`src/rtl/sme_char_feeder.sv`:
```
// -----------------------------------------------------------------------------
// sme_char_feeder
//
// Upstream stage of the string-matching engine. Collects one framed record
// (string or pattern) from a valid/ready byte stream into a local buffer, then
// replays it to the matcher as a gap-free burst on chardata, qualified by
// isstring / ispattern. After a pattern burst the feeder holds off new input
// until the matcher pulses sme_valid.
//
// Parameters
//   MAX_LEN   max characters stored per record; extra characters are dropped
//   LEN_W     width of the length/index counters (must hold 0..MAX_LEN)
//   TIMEOUT   result-wait watchdog limit in cycles (SME_FEED_TIMEOUT_EN only)
//
// Ports
//   clk        in   clock
//   reset      in   asynchronous, active-high reset
//   in_valid   in   upstream byte valid
//   in_ready   out  feeder can accept a byte (depends on state only)
//   in_data    in   record character, meta chars passed verbatim
//   in_kind    in   0 = string record, 1 = pattern record (first byte only)
//   in_last    in   final byte of the record
//   chardata   out  character to matcher (8'h00 when no qualifier is high)
//   isstring   out  chardata is a string character
//   ispattern  out  chardata is a pattern character
//   sme_valid  in   matcher result-valid pulse
//   busy       out  feeder is not idle
//   ovf_err    out  sticky: a record was longer than MAX_LEN
//   tmo_err    out  sticky: result-wait watchdog fired
//
// Build option
//   `define SME_FEED_TIMEOUT_EN to enable the result-wait watchdog. Without
//   it WAIT_RES waits forever and tmo_err is constant 0.
// -----------------------------------------------------------------------------
module sme_char_feeder #(
    parameter int MAX_LEN = 32,
    parameter int LEN_W   = 6,
    parameter int TIMEOUT = 1024
) (
    input  logic       clk,
    input  logic       reset,
    input  logic       in_valid,
    output logic       in_ready,
    input  logic [7:0] in_data,
    input  logic       in_kind,
    input  logic       in_last,
    output logic [7:0] chardata,
    output logic       isstring,
    output logic       ispattern,
    input  logic       sme_valid,
    output logic       busy,
    output logic       ovf_err,
    output logic       tmo_err
);

    localparam logic [1:0] ST_IDLE     = 2'd0;
    localparam logic [1:0] ST_LOAD     = 2'd1;
    localparam logic [1:0] ST_SEND     = 2'd2;
    localparam logic [1:0] ST_WAIT_RES = 2'd3;

    localparam int               ADDR_W    = (MAX_LEN > 1) ? $clog2(MAX_LEN) : 1;
    localparam logic [LEN_W-1:0] MAX_LEN_L = LEN_W'(MAX_LEN);
    localparam logic [LEN_W-1:0] ONE_L     = LEN_W'(1);

    logic [1:0]       state_reg, state_next;
    logic [LEN_W-1:0] len_reg, len_next;
    logic [LEN_W-1:0] idx_reg, idx_next;
    logic             kind_reg, kind_next;
    logic             ovf_reg, ovf_next;
    logic             tmo_reg, tmo_next;
    logic             isstring_reg, isstring_next;
    logic             ispattern_reg, ispattern_next;
    logic             ready_en_reg;

    // Record buffer: plain array, write port from the input side, registered
    // read port feeding chardata. No reset so it maps onto block RAM.
    logic [7:0]        char_mem [0:MAX_LEN-1];
    logic [7:0]        rd_data_reg;
    logic              wr_en;
    logic [ADDR_W-1:0] wr_addr;
    logic [ADDR_W-1:0] rd_addr;

    logic accept;
    logic last_char;
    logic tmo_expire;

    // in_ready stays low while reset is held and for the partial cycle after
    // release; it rises on the first clock edge after reset deasserts.
    always_ff @(posedge clk or posedge reset) begin
        if (reset) begin
            ready_en_reg <= 1'b0;
        end else begin
            ready_en_reg <= 1'b1;
        end
    end

    assign in_ready  = ready_en_reg && ((state_reg == ST_IDLE) || (state_reg == ST_LOAD));
    assign accept    = in_valid && in_ready;
    assign busy      = (state_reg != ST_IDLE);
    assign last_char = (idx_reg == (len_reg - ONE_L));
    assign rd_addr   = idx_reg[ADDR_W-1:0];

    // -------------------------------------------------------------------------
    // Result-wait watchdog
    // -------------------------------------------------------------------------
`ifdef SME_FEED_TIMEOUT_EN
    localparam int               TMO_W    = (TIMEOUT > 2) ? $clog2(TIMEOUT) : 1;
    localparam logic [TMO_W-1:0] TMO_LAST = TMO_W'(TIMEOUT - 1);

    logic [TMO_W-1:0] tmo_cnt_reg;

    // Held at zero outside WAIT_RES so every WAIT_RES entry starts from 0.
    always_ff @(posedge clk or posedge reset) begin
        if (reset) begin
            tmo_cnt_reg <= '0;
        end else if (state_reg != ST_WAIT_RES) begin
            tmo_cnt_reg <= '0;
        end else if (tmo_cnt_reg != TMO_LAST) begin
            tmo_cnt_reg <= tmo_cnt_reg + TMO_W'(1);
        end
    end

    // A result arriving in the same cycle as expiry wins; no error then.
    assign tmo_expire = (state_reg == ST_WAIT_RES) && !sme_valid && (tmo_cnt_reg == TMO_LAST);
`else
    logic unused_timeout;
    assign unused_timeout = (TIMEOUT == 0);
    assign tmo_expire     = 1'b0;
`endif

    // -------------------------------------------------------------------------
    // Next-state logic
    // -------------------------------------------------------------------------
    always_comb begin
        state_next     = state_reg;
        len_next       = len_reg;
        idx_next       = idx_reg;
        kind_next      = kind_reg;
        ovf_next       = ovf_reg;
        tmo_next       = tmo_reg | tmo_expire;
        isstring_next  = 1'b0;
        ispattern_next = 1'b0;
        wr_en          = 1'b0;
        wr_addr        = '0;

        case (state_reg)
            ST_IDLE: begin
                if (accept) begin
                    wr_en      = 1'b1;
                    wr_addr    = '0;
                    kind_next  = in_kind;
                    len_next   = ONE_L;
                    idx_next   = '0;
                    state_next = in_last ? ST_SEND : ST_LOAD;
                end
            end

            ST_LOAD: begin
                if (accept) begin
                    // Bytes past MAX_LEN are dropped but the frame is still
                    // consumed so in_last is honoured.
                    if (len_reg < MAX_LEN_L) begin
                        wr_en    = 1'b1;
                        wr_addr  = len_reg[ADDR_W-1:0];
                        len_next = len_reg + ONE_L;
                    end else begin
                        ovf_next = 1'b1;
                    end
                    if (in_last) begin
                        state_next = ST_SEND;
                    end
                end
            end

            ST_SEND: begin
                // Qualifiers are registered alongside the RAM read data, so
                // the character addressed by idx appears one cycle later.
                isstring_next  = ~kind_reg;
                ispattern_next = kind_reg;
                if (last_char) begin
                    idx_next   = '0;
                    state_next = kind_reg ? ST_WAIT_RES : ST_IDLE;
                end else begin
                    idx_next = idx_reg + ONE_L;
                end
            end

            ST_WAIT_RES: begin
                if (sme_valid || tmo_expire) begin
                    state_next = ST_IDLE;
                end
            end

            default: begin
                state_next = ST_IDLE;
            end
        endcase
    end

    // -------------------------------------------------------------------------
    // State and control registers
    // -------------------------------------------------------------------------
    always_ff @(posedge clk or posedge reset) begin
        if (reset) begin
            state_reg     <= ST_IDLE;
            len_reg       <= '0;
            idx_reg       <= '0;
            kind_reg      <= 1'b0;
            ovf_reg       <= 1'b0;
            tmo_reg       <= 1'b0;
            isstring_reg  <= 1'b0;
            ispattern_reg <= 1'b0;
        end else begin
            state_reg     <= state_next;
            len_reg       <= len_next;
            idx_reg       <= idx_next;
            kind_reg      <= kind_next;
            ovf_reg       <= ovf_next;
            tmo_reg       <= tmo_next;
            isstring_reg  <= isstring_next;
            ispattern_reg <= ispattern_next;
        end
    end

    // -------------------------------------------------------------------------
    // Record buffer
    // -------------------------------------------------------------------------
    always_ff @(posedge clk) begin
        if (wr_en) begin
            char_mem[wr_addr] <= in_data;
        end
        rd_data_reg <= char_mem[rd_addr];
    end

    // The RAM output register has no reset; gating with the qualifiers forces
    // chardata to 00 between bursts and immediately on reset.
    assign chardata  = (isstring_reg || ispattern_reg) ? rd_data_reg : 8'h00;
    assign isstring  = isstring_reg;
    assign ispattern = ispattern_reg;
    assign ovf_err   = ovf_reg;
    assign tmo_err   = tmo_reg;

endmodule

```
`config.mk`:
```
export PLATFORM = sky130hd
export DESIGN_NAME = sme_char_feeder
export DESIGN_NICKNAME = d
export VERILOG_FILES = /design/src/rtl/sme_char_feeder.sv
export SDC_FILE = /design/constraint.sdc
export NUM_CORES = 1
export LEC_CHECK = 0
export ABC_AREA = 1
export CORE_MARGIN = 5
export CORE_UTILIZATION = 60
export DETAILED_ROUTE_END_ITERATION = 8
export PLACE_DENSITY = 0.85
export SKIP_CTS_REPAIR_TIMING = 1
export SLEW_MARGIN = 20
export SYNTH_ARGS = -nofsm -noshare
export SYNTH_HDL_FRONTEND = slang
export SYNTH_SLANG_ARGS = --single-unit
```
`constraint.sdc`:
```
create_clock -name clk -period 2.52 [get_ports clk]
set_input_delay 0.504 -clock clk [delete_from_list [all_inputs] [get_ports clk]]
set_output_delay 0.504 -clock clk [all_outputs]
set_load 0.01 [all_outputs]
```
# --- Word level (Yosys, flattened, before mapping) ---
# Memory sizes are Yosys's and may differ from the RTL's. A register that Yosys moved wholly into a read port is not among the register bits.
# Cells that the tools add are included.
word_totals:
  regBits: 19
  ram_bits: 256
  inputBits: 14
  mem_count: 1
mem_list:
  columns: ["name", "depth", "width", "rd", "rd_clocked_by_memory_dff", "wr", "line_no", "source"]
  rows:
  - ["char_mem", 32, 8, 1, 1, 1, "77", "logic [7:0] char_mem [0:MAX_LEN-1];"]
classes:
  add_sub_neg: 3
  order_cmp: 1
  n_eq_ne: 10
  muxes: 27
  bitwise_logic: 2
  n_reduce_logical: 13
ops:
  columns: ["operator", "count"]
  rows:
  - ["$mux W6", 5]
  - ["$pmux W6 S2", 2]
  - ["$mux W5", 3]
  - ["$mux W2", 7]
  - ["$add A6 B1 Y6 const B", 2]
  - ["$ne A2 B2 Y1 const B", 5]
  - ["$mux W8", 1]
  - ["$pmux W2 S4", 1]
  - ["$mux W1", 7]
  - ["$eq A6 B6 Y1", 1]
  - ["$lt A6 B6 Y1 const B", 1]
  - ["$reduce_bool A2 Y1", 3]
  - ["$sub A6 B1 Y6 const B", 1]
  - ["$reduce_and A5 Y1", 1]
  - ["$eq A2 B2 Y1 const B", 2]
  - ["$reduce_and A2 Y1", 2]
  - ["$reduce_and A4 Y1", 1]
  - ["$reduce_and A3 Y1", 1]
  - ["$eq A2 B1 Y1 const B", 1]
  - ["$logic_and A1 B1 Y1", 2]
  - ["$logic_not A2 Y1", 1]
  - ["$logic_or A1 B1 Y1", 2]
  - ["$ne A2 B1 Y1 const B", 1]
  - ["$not A1 Y1", 2]
  - ["$pmux W1 S2", 1]

# --- Logic depth before layout (Yosys ltp) ---
# Gate-level depths: netlist (run 1).
depth:
  word_depth: 8
  ltp_mapped: 12

# --- Least setup slack after synthesis (run 1) ---
# Ideal clock, no wire load.
synth_timing:
  kind: "register to register"
  from: "register state_reg[1]"
  to: "memory char_mem[26][0], enable pin"
  t_arrival_ps: 1673
  required_time_ps: 2150
  slack_ps: 477
  stages_incl_launch_ff: 8
  n_path_buf: 0
  synth_period_minus_slack_ps: 2043
  cell_sequence: "dfrtp_1 -> nor2_4 -> nand2_4 -> nor3_4 -> nand2_1 -> nor2_1 -> nand2_1 -> nor2_1"
synth_between:
  elab_chain_len: 8
  elab_cells_between_ends: 12
  cone_classes: "eq/ne: 1; mux: 7; reduce/logical: 4"
synth_rtl:
  columns: ["element", "line_no", "source"]
  rows:
  - ["from (decl)", "65", "logic [1:0] state_reg, state_next;"]
  - ["from (signal assigned)", "214", "state_reg <= state_next;"]
  - ["$eq A2 B1 Y1 or $logic_not A2 Y1 (tied branches)", "97", "assign in_ready = ready_en_reg && ((state_reg == ST_IDLE) || (state_reg == ST_LOAD));"]
  - ["$logic_or A1 B1 Y1 *", "97", null]
  - ["$logic_and A1 B1 Y1 *", "97", null]
  - ["named net in_ready", "43", "output logic in_ready,"]
  - ["$logic_and A1 B1 Y1 *", "98", "assign accept = in_valid && in_ready;"]
  - ["$mux W1, on equally long branches", "159, 148", null]
  - ["$pmux W1 S2", "146", "case (state_reg)"]
  - ["$mux W1", "229", "if (wr_en) begin"]
  - ["$mux W1 (implied by the code)", "230", "char_mem[wr_addr] <= in_data;"]
  - ["to (decl)", "77", null]
# Mark *: on every way through the listed nets, which the timed path passes. The rest lies on a longest branch.

# --- Worst setup path after layout (run 1) ---
layout_timing:
  from: "register state_reg[1]"
  to: "output busy"
layout_between:
  elab_chain_len: 1
layout_rtl:
  columns: ["element", "line_no", "source"]
  rows:
  - ["$reduce_bool A2 Y1", "99", "assign busy = (state_reg != ST_IDLE);"]
  - ["to (decl)", "51", "output logic busy,"]
# Every way passes these cells.

==> results of run 1 <==
synthesized netlist by cell type, types with 5 or more instances:
master	count
inv_1	37
o21ai_0	132
dfxtp_1	8
clkbuf_1	25
xor2_1	5
o211ai_1	31
buf_2	21
o21ai_1	9
nor2_1	203
a21oi_1	15
nand2_1	111
edfxtp_1	256
dfrtp_1	19
nand4_1	8
inv_2	7
nand3_1	33
o22ai_1	32
kinds of logic after synthesis:
group	synth area share
simple gates	0.132
flops	0.717
compound gates	0.107
buf+inv	0.0346
xor+xnor	0.00603
fa+ha+maj	0.00323
other cells	0.000647
per-layer routing:
metal  routed length (um)  GRT usage
met4                 1210      0.104
met1                10100      0.345
met5                    0          0
met2                13900      0.425
met3                 3360     0.0517
per-stage QoR:
| stage | area, um^2 | worst slack [ns] | power (mW) | hold WS, ns | util |
|---|---|---|---|---|---|
| after floorplan | 11600 | 0.477 | 8.51 | 0.424 | - |
| after global placement | 12400 | 0.0323 | 9.84 | 0.452 | 0.658 |
| after detailed placement | 12400 | -0.0370 | 9.97 | 0.459 | 0.658 |
| after CTS | 13400 | 0.172 | 14.2 | 0.210 | 0.708 |
| after global routing | 13400 | 0.120 | 14.9 | 0.236 | 0.708 |
| final | 13400 | 0.173 | 14.2 | 0.207 | 0.708 |
power by group:
group,leakage (nW),switching [mW],internal [mW],total (mW)
clock,0.460,1.72,2.49,4.21
combinational,1.60,3.05,1.47,4.52
sequential,2.61,0.183,5.33,5.51
total,4.67,4.95,9.29,14.2
final timing paths:
path	startpoint	endpoint	depth (start not counted)	slack (ns)
max	state_reg[1]	busy	3	0.17
min	reset	state_reg[1]	2	0.21
max reg2reg	state_reg[1]	char_mem[31][7]	8	0.29
min reg2reg	kind_reg	isstring	1	0.49
max in group asynchronous	reset	idx_reg[0]	3	1.80
min in group clk	kind_reg	isstring	1	0.49
worst max-delay path: cells and delay by family, from the launching register on:
kind                   cells  cell delay (ns)
flip-flops                 1             0.49
AND/OR/NAND/NOR            1             0.12
buffers and inverters      2             0.69
area by class of cell:
class                           count  area [um^2]
Sequential cell                   283         8330
Fill cell                        1258         5520
Tap cell                          260          325
Timing Repair Buffer               80          716
Clock buffer                       42          835
Inverter                           45          170
Clock inverter                     10          104
Multi-Input combinational cell    607         2890
cell usage in the layout (no fill, tap or decap), types with 2 or more instances in the layout:
master,n
o21ai_1,9
clkinv_2,5
clkinv_1,3
clkdlybuf4s50_1,26
edfxtp_1,256
clkbuf_1,7
clkbuf_16,29
o21ai_0,132
clkbuf_8,6
or2_2,3
nor2_4,2
bufinv_16,2
dfrtp_1,17
o211ai_1,31
buf_4,50
buf_12,4
o22ai_1,32
a21oi_1,15
inv_1,37
nand3_1,33
ha_1,3
conb_1,2
nor2_2,3
xnor2_1,3
nand2_1,111
nand2_2,2
nor2_1,202
nand4_1,8
dfxtp_1,8
inv_2,6
xor2_1,5
==> results.md, run 1 <==
Outcome:
- The flow ran to the end, and the final reports show no timing, DRC or antenna violations.

Detailed routing:
- In the routed design, unresolved DRC markers number 0.
- After detailed routing, the average wire length per cell comes to 21.5 um.
- The first detailed-routing pass ran for 5 iterations.
- The average vias per placed instance is 6.13.
- The detailed router finished its first iteration with 1109 violations.
- For this block, the routed nets add up to 28.6 mm of wire.
- The routed layout has 8131 vias.
- The number of nets with antenna violations after routing is 0.

Logic synthesis:
- The share of synthesized area in the top cell type comes to 0.662.
- When the netlist entered floorplanning its net count stood at 1003.
- The number of distinct library cell variants in the gate-level netlist after synthesis is 38.
- The count of flip-flops with a built-in enable after synthesis is 256.
- The synthesized netlist occupies a cell area of 0.0116 mm^2.
- The library cell with the largest summed area after synthesis is edfxtp_1.
- The average cell area after synthesis is 11.8 um^2.
- In the synthesized netlist, the number of instances is 986.
- The synthesis warning total is 0.
- The commonest register cell after synthesis is edfxtp_1.
- Yosys attributes the largest share of cell area to edfxtp_1 (66%), nor2_1 (6.6%), o21ai_0 (5.7%).
- For this run, the register share of the synthesized area comes to 0.717.
- The synthesized flop and latch total is 283.
- The share of flip-flops with an asynchronous set or reset after synthesis is 0.0671.

Timing:
- The total count of hold-check failures in the final report is 0.
- The maximum frequency from static timing analysis is 426 MHz.
- Measured against its own limit, the worst slew margin works out to 0.440.
- In the finished design, the share of the clock period the worst path needs comes to 0.931.
- The clock arrives with 0.0139 ns of skew.
- Setup repair after global routing left no endpoint under its margin.
- The count of final setup violators is 0.
- The routed design could run at a clock period as short as 2.35 ns.
- For the pin with the worst max-slew slack, the measured transition is 0.840 ns.
- After routing, the total negative slack on setup checks comes to 0 ns.
- The number of max-slew violations in the final report is 0.

Setup path:
- STA classifies the critical path startpoint as a register.
- The critical path goes through inv_1 > nand2_1 > clkdlybuf4s50_1.
- The longest individual stage delay on the worst path is 0.55 ns.
- The worst setup path is of the register to output port kind.
- The largest fanout on the critical path is 6.
- Data on the critical path is required at its endpoint by 2.02 ns.
- Data on the critical path arrives at its endpoint at 1.84 ns.
- STA classifies the critical path endpoint as an output port.
- The cell at the slowest stage of the critical path is clkdlybuf4s50_1.

Cells and area:
- The final cell count without fillers is 1327.
- The number of flip-flops in the largest register is 256.
- In the final layout, the share of cells above drive strength 1 is 0.114.
- The repair_antennas step left the layout with diodes totalling 0.
- The final-stage net count is 1062.
- The area growth from synthesis to layout is 15.1%.

CTS:
- The clock root buffer master is clkbuf_16.
- The clock-pin slew on the worst setup and hold paths is 0.06 ns.
- The depth of the CTS H-tree is 1.
- TritonCTS built the clock tree.
- TritonCTS created 28 clock buffers.
- The longest clock path from root to sink contains 3 buffers.
- The TritonCTS sink count is 283.
- The insertion delay of the later-clocked pin in the worst-skew pair is 0.54 ns.

GRT:
- The number of global-route vias before repair was 7939.
- The total overflow reported by the global router is 0.
- The total global routing track utilization is 0.259.
- The first-pass GRT wire length is 44.2 mm.
- The largest net degree at the start of global routing is 96.
- The number of antenna violations at the first check in global routing is 0.

Floorplanning:
- The starting utilization of the core area is 0.615.
- From bottom edge to top edge, the die measures 149 um.
- The initialized floorplan defines 50 standard-cell rows.
- The count of pins on the block boundary is 28.
- The total area inside the core boundary comes to 0.0189 mm^2.
- The horizontal die dimension is 149 um.
- The full die area is 0.0222 mm^2.

Power:
- The worst-case IR drop observed on VDD is 681 uV.
- The leakage power is 4.67 nW.
- The total power density per cell area is 1070 mW/mm^2.

Placed design:
- The wire-length estimate of the detail-placed layout is 16.7 mm.
- Routability-driven placement finished with a final weighted congestion of 0.966.
- Input and output buffers added on the ports amount to 26.
- Once placement completed, the tool counted placed cells totaling 1275.

Job:
- The number of max-cap violations is 0.

Worst hold path:
- The class of the worst hold path is primary input to async pin.
(Power assumes the default switching activity.)
==> run 2: changes to the inputs <==
--- a/config.mk
+++ b/config.mk
@@ -9,6 +9,7 @@
 export CORE_MARGIN = 5
 export CORE_UTILIZATION = 60
 export DETAILED_ROUTE_END_ITERATION = 8
+export HOLD_SLACK_MARGIN = 0.06
 export PLACE_DENSITY = 0.85
 export SKIP_CTS_REPAIR_TIMING = 1
 export SLEW_MARGIN = 20
==> results of run 2 <==
Final layout, timing and power as in run 1 (identical DEF).
